`config.mk`:
```
export PLATFORM = sky130hd
export DESIGN_NAME = instr_fetch_unit
export DESIGN_NICKNAME = d
export VERILOG_FILES = /design/src/rtl/instr_fetch_unit.sv
export SDC_FILE = /design/constraint.sdc
export NUM_CORES = 1
export LEC_CHECK = 0
export ABC_AREA = 1
export CORE_ASPECT_RATIO = 1.75
export CORE_MARGIN = 2
export CORE_UTILIZATION = 39
export DETAILED_ROUTE_END_ITERATION = 10
export MAX_ROUTING_LAYER = met4
export PLACE_DENSITY = 0.87
export SLEW_MARGIN = 20
export SYNTH_ARGS = -nofsm -noshare
export SYNTH_HDL_FRONTEND = slang
export SYNTH_SLANG_ARGS = --single-unit
```
`constraint.sdc`:
```
create_clock -name clk -period 3.52 [get_ports clk]
set_input_delay 0.704 -clock clk [delete_from_list [all_inputs] [get_ports clk]]
set_output_delay 0.704 -clock clk [all_outputs]
set_load 0.01 [all_outputs]
```
`src/rtl/instr_fetch_unit.sv`:
```
// Instruction fetch unit: PC, instr_mem read port and the IF/ID register with a valid/ready handshake to decode.
// Optional halt detection is compiled in with `define IFU_HALT_DETECT_EN.
module instr_fetch_unit #(
  parameter int              PC_W       = 8,
  parameter logic [PC_W-1:0] START_ADDR = '0,
  parameter logic [31:0]     HALT_WORD  = 32'h0000_0000
) (
  input  logic        clk,
  input  logic        reset_b,
  input  logic        fetch_en,
  input  logic [0:31] instr,
  input  logic        br_taken,
  input  logic [0:31] br_target,
  input  logic        id_ready,
  output logic [0:31] instr_addr,
  output logic        enb,
  output logic [0:31] if_instr,
  output logic [0:31] if_pc,
  output logic        if_valid,
  output logic        halted
);

`ifdef IFU_HALT_DETECT_EN
  typedef enum logic [1:0] {IDLE, FETCH, HALTED} state_t;
`else
  typedef enum logic [1:0] {IDLE, FETCH} state_t;
`endif

  state_t          state, state_next;
  logic [PC_W-1:0] pc;
  logic [PC_W-1:0] if_pc_q;
  logic [PC_W-1:0] br_pc;
  logic            load;
  logic            frozen;

  // Only the low PC_W bits of the redirect target address instr_mem.
  assign br_pc = br_target[32-PC_W:31];

  assign instr_addr = {{(32-PC_W){1'b0}}, pc};
  assign if_pc      = {{(32-PC_W){1'b0}}, if_pc_q};
  assign enb        = (state == FETCH);

`ifdef IFU_HALT_DETECT_EN
  assign frozen = (state == HALTED);
  assign halted = (state == HALTED);
  logic unused_bits;
  assign unused_bits = ^br_target[0:31-PC_W];
`else
  assign frozen = 1'b0;
  assign halted = 1'b0;
  logic unused_bits;
  assign unused_bits = ^{br_target[0:31-PC_W], HALT_WORD};
`endif

  // NOTE: every always_comb output gets a default first so no path can infer a latch.
  always_comb begin
    state_next = state;
    load       = 1'b0;
    case (state)
      IDLE: begin
        if (fetch_en) state_next = FETCH;
      end
      FETCH: begin
        // Dropping fetch_en holds pc; a redirect suppresses the capture.
        if (!fetch_en) begin
          state_next = IDLE;
        end else if (!br_taken) begin
          load = !if_valid || id_ready;
`ifdef IFU_HALT_DETECT_EN
          if (load && (instr == HALT_WORD)) state_next = HALTED;
`endif
        end
      end
      default: begin
        state_next = state;
      end
    endcase
  end

  // NOTE: sequential state uses non-blocking assignments only, so every register samples pre-edge values.
  always_ff @(posedge clk or negedge reset_b) begin
    if (!reset_b) begin
      state    <= IDLE;
      pc       <= START_ADDR;
      if_instr <= '0;
      if_pc_q  <= '0;
      if_valid <= 1'b0;
    end else begin
      state <= state_next;

      if (!frozen) begin
        if (br_taken)  pc <= br_pc;
        else if (load) pc <= pc + 1'b1;
      end

      if (load) begin
        if_instr <= instr;
        if_pc_q  <= pc;
      end

      // Flush on redirect wins; otherwise a load refills and a consume drains.
      if (br_taken && !frozen) if_valid <= 1'b0;
      else if (load)           if_valid <= 1'b1;
      else if (id_ready)       if_valid <= 1'b0;
    end
  end

endmodule

```
# [After elaboration in Yosys (flattened, before gate mapping)]
# Index checks and enable logic that the tools add are counted.
[word_totals] ff_bits=51 latchBits=0 mem_bits_rw=0 mem_bits_ro=0 out_inout_bits=99 mem_count=0
[classes] n_addsub=1 n_mul=0 div=0 magnitude_cmp=0 n_eq_ne=3 shift=0 muxes=11 bitwise=0 n_reduce_logical=7
[ops] cell="2-to-1 mux 8 bit" count=2
[ops] cell="adder 8 x 1 -> 8 bit (second input constant)" count=1
[ops] cell="2-to-1 mux 1 bit" count=6
[ops] cell="2-to-1 mux 2 bit" count=2
[ops] cell="inequality test 2 bit (second input constant)" count=2
[ops] cell="one-hot mux 2 bit (2 select lines)" count=1
[ops] cell="nonzero test 2 bit" count=2
[ops] cell="AND reduction 3 bit" count=1
[ops] cell="nonzero test 3 bit" count=1
[ops] cell="== test 2 x 1 -> 1 bit (second input constant)" count=1
[ops] cell="logical NOT 2 bit" count=1
[ops] cell="logical NOT 1 bit" count=1
[ops] cell="logical OR 1 bit" count=1

# [Longest topological paths before layout]
[depth] word_depth=7 depth_mapped=9 ltp_nobuf=7

# [Worst setup path before layout]
# OpenSTA, ideal clock, no wires.
[synth_path] path_type="input to register" from="in id_ready" to="reg if_instr[10] in the netlist's numbering" arrival_ns=1.401 t_required_ns=3.403 setup_slack_ns=2.003 path_stages=9 cell_sequence="inv_1 > nand2_1 > nand2_4 > nor2_4 > inv_2 > buf_6 > buf_6 > nand2_1 > nand2_1"
[synth_between] elab_chain_len=4
[synth_lines] element="from (decl)" line_no="14" rtl="input logic id_ready,"
[synth_lines] element="logical OR 1 bit" line_no="68" rtl="load = !if_valid || id_ready;"
[synth_lines] element="2-to-1 mux 1 bit" line_no="67" rtl="end else if (!br_taken) begin"
[synth_lines] element="2-to-1 mux 1 bit" line_no="65" rtl="if (!fetch_en) begin"
[synth_lines] element="2-to-1 mux 1 bit" line_no="59" rtl="case (state)"
[synth_lines] element="to (signal assigned)" line_no="97" rtl="if_instr <= instr;"
[synth_lines] element="to (decl)" line_no="17" rtl="output logic [0:31] if_instr,"
# Every way passes these cells.
# A chain may end at the register's enable or synchronous reset.

# [Worst setup path in the final report]
[layout_path] from="in br_taken" to="reg if_pc_q[0]"
[layout_between] elab_chain_len=3
[layout_lines] element="from (decl)" line_no="12" rtl="input logic br_taken,"
[layout_lines] element="2-to-1 mux 1 bit" line_no="67"
[layout_lines] element="2-to-1 mux 1 bit" line_no="65"
[layout_lines] element="2-to-1 mux 1 bit" line_no="59"
[layout_lines] element="to (signal assigned)" line_no="98" rtl="if_pc_q <= pc;"
[layout_lines] element="to (decl)" line_no="31" rtl="logic [PC_W-1:0] if_pc_q;"
# Every way passes these cells.

==> metrics.txt <==
Syn Area/Cell=8.19 um2; register area share after synthesis=approximately half; Fin. Hold Viols=0; Crit Path Max Fanout=47; ant diodes=0; cell area after synthesis=2510 um2; Congestion Overflow GR=0; initial core utilization=40.4%; Yosys reg bits=50; CTS max path bufs=2; first-pass GRT wire length=8910 um; Site Rows=38; CTS clk-pin slew, worst paths=approximately 0.090 ns; largest net degree at the start of global routing=roughly 50; post-synthesis adder-cell area fraction=0.498%; P per Cell Area=450 nW/um2; number of setup buffers added after CTS=0; worst-margin pin slew=0.728 ns; crit path time final=2.10 ns; Die ar.=7130 um2; Compound-Gate Fraction of Synth Area=under 10%; DIE WIDTH=64.7 um; status=completed; Slew Viols, Final=0; Routed WL=roughly 5500 um; Setup TNS Final=0 ns; Pre-Repair DR Iteration Count=4; period utilization=59.6%; DR iter-0 viols=94; RSZ-0062 raised after global routing=false; Final Util=54.2%; CP startpoint kind=input port; CTS resizes=0; max-cap violation count=0; Worst setup EP type=register; Setup Skew=0.00431 ns; slowest stage delay, CP=approximately 0.75 ns; WP buf/inv=2; Post-CTS Hold Buffers=0; share of cells above drive strength 1=3.27%; clk sinks=50; clk_lat worst skew=~0.3 ns; leakage power=about 1.7 nW; GP Congestion=0.772; area grow syn2layout=34.3%; via count=~2000; worst-path cell chain=clkdlybuf4s50_1, nor2_4, inv_2, o21ai_0; port bufs=94; GRT Total Usage=16.5%; relative slew slack=51.4%; initial antenna violation count=0; CP Data Arrival Time=2.25 ns; synth warn=0; critical path class=input port to register; maximum vdd drop=0.213 mV; largest family of logic cells by synthesized area=simple AND/OR/NAND/NOR gates; H-tree Lvls=2; Worst EP required=between 3 and 4 ns; Final HPWL DP=4090 um; core area=6230 um2; Vias/cell=4.19; CTS tree=done; Final Power=1.52 mW; DRC viols=0; chip height=110 um; delay-heaviest family, CP=buffers and inverters; Fmax=477 MHz; Post-Syn Instances=307; Simple-Gate Fraction of Synth Area=26.2%; I/O pin total=168; Synth Area in XOR/XNOR=0%; Final Net Count=467; Critical-path top delay cell=clkdlybuf4s50_1; clock buffer count from CTS=5; synth unique cells=18; CTS root buffer=clkbuf_8; mux cell area share after synthesis=0%; ANT nets after route=0; Hold Crit Class=input port to async pin; Routed WL per cell=11.4 um; count of final setup violators=0; vias in the first global route=1941
## cells in the final DEF, fill, tap and decap left out, types with 3 or more instances in the layout
cell type,count
inv_1,14
dfrtp_1,50
conb_1,49
nand2_1,142
clkdlybuf4s50_1,93
nor2_1,3
clkbuf_8,6
o21ai_0,12
nand3_1,17
## flip-flops by register name, summed over array words and instances, names as in the netlist
name      count
if_instr     32
if_pc_q       8
pc            8
if_valid      1
state         1
## path summary, 6_finish.rpt
path	to	cells after the start	start	slack [ns]
max in group asynchronous	if_instr[23]$_DFFE_PN0P_	1	reset_b	2.69
max	if_pc_q[0]$_DFFE_PN0P_	4	br_taken	1.42
min reg2reg	if_instr[24]$_DFFE_PN0P_	2	if_instr[24]$_DFFE_PN0P_	0.47
min	if_instr[0]$_DFFE_PN0P_	1	reset_b	0.40
min in group clk	if_instr[24]$_DFFE_PN0P_	2	if_instr[24]$_DFFE_PN0P_	0.47
max reg2reg	if_pc_q[0]$_DFFE_PN0P_	6	state[0]$_DFFE_PN0P_	1.95
## metal layers
layer	vias up	GRT usage [%]	share of wire, %
met5	-	-	0
met1	889	17.9	37
met3	11	2.94	5.6
met2	85	29.2	56
li1	1016	-	-
met4	0	7.90	2.1
## report_power, final
group          total (mW)  internal, mW  switching, mW
clock network       0.343         0.159          0.184
registers           0.725         0.666         0.0595
logic               0.451         0.243          0.208
## cells by family after synthesis
group,after synthesis
adder cells (fa/ha/maj),1
flip-flops,50
other,1
AND/OR/NAND/NOR,165
buffers and inverters,76
AO/OA/AOI/OAI,14
## synthesized netlist by cell type
cell type  number  area, um2
a21oi_1         1       5.00
nor2_4          1       11.3
inv_2           2       7.51
buf_4          50        375
ha_1            1       12.5
o21ai_0        12       60.1
nand3_1        17       85.1
nand4_1         1       6.26
clkbuf_1        1       3.75
conb_1          1       3.75
nand2_4         1       11.3
o21bai_1        1       7.51
buf_6           5       56.3
nor2_1          3       11.3
inv_1          14       52.6
dfrtp_1        50       1250
nand2_1       142        533
buf_2           4       20.0
## worst reg2reg max path, cell delays in order, from the launching register on
cell and delay [ns]:
dfrtp_1 0.40, nand2_1 0.10, inv_2 0.05, nand2_4 0.10
nor2_4 0.05, inv_2 0.55, o21ai_0 0.18
## cell type report
type	count	area, um2
clock buffers	7	86.3
clock inverters	1	5.00
fillers	592	2850
inverters	16	60.1
multi-input cells	229	927
flip-flops and latches	50	1250
well taps	80	100
repair buffers	95	946
## per-stage QoR
| step | hold WS [ns] | cell area, um2 | cells | worst slack [ns] |
|---|---|---|---|---|
| after floorplan | 0.408 | 2690 | 355 | 2.00 |
| after global placement | 0.452 | 3280 | 470 | 1.10 |
| after detailed placement | 0.458 | 3280 | 470 | 1.07 |
| after CTS | 0.480 | 3370 | 478 | 1.40 |
| after global routing | 0.450 | 3380 | 478 | 1.24 |
| final | 0.398 | 3380 | 478 | 1.42 |
No activity file was read; power rests on OpenSTA's default activity.
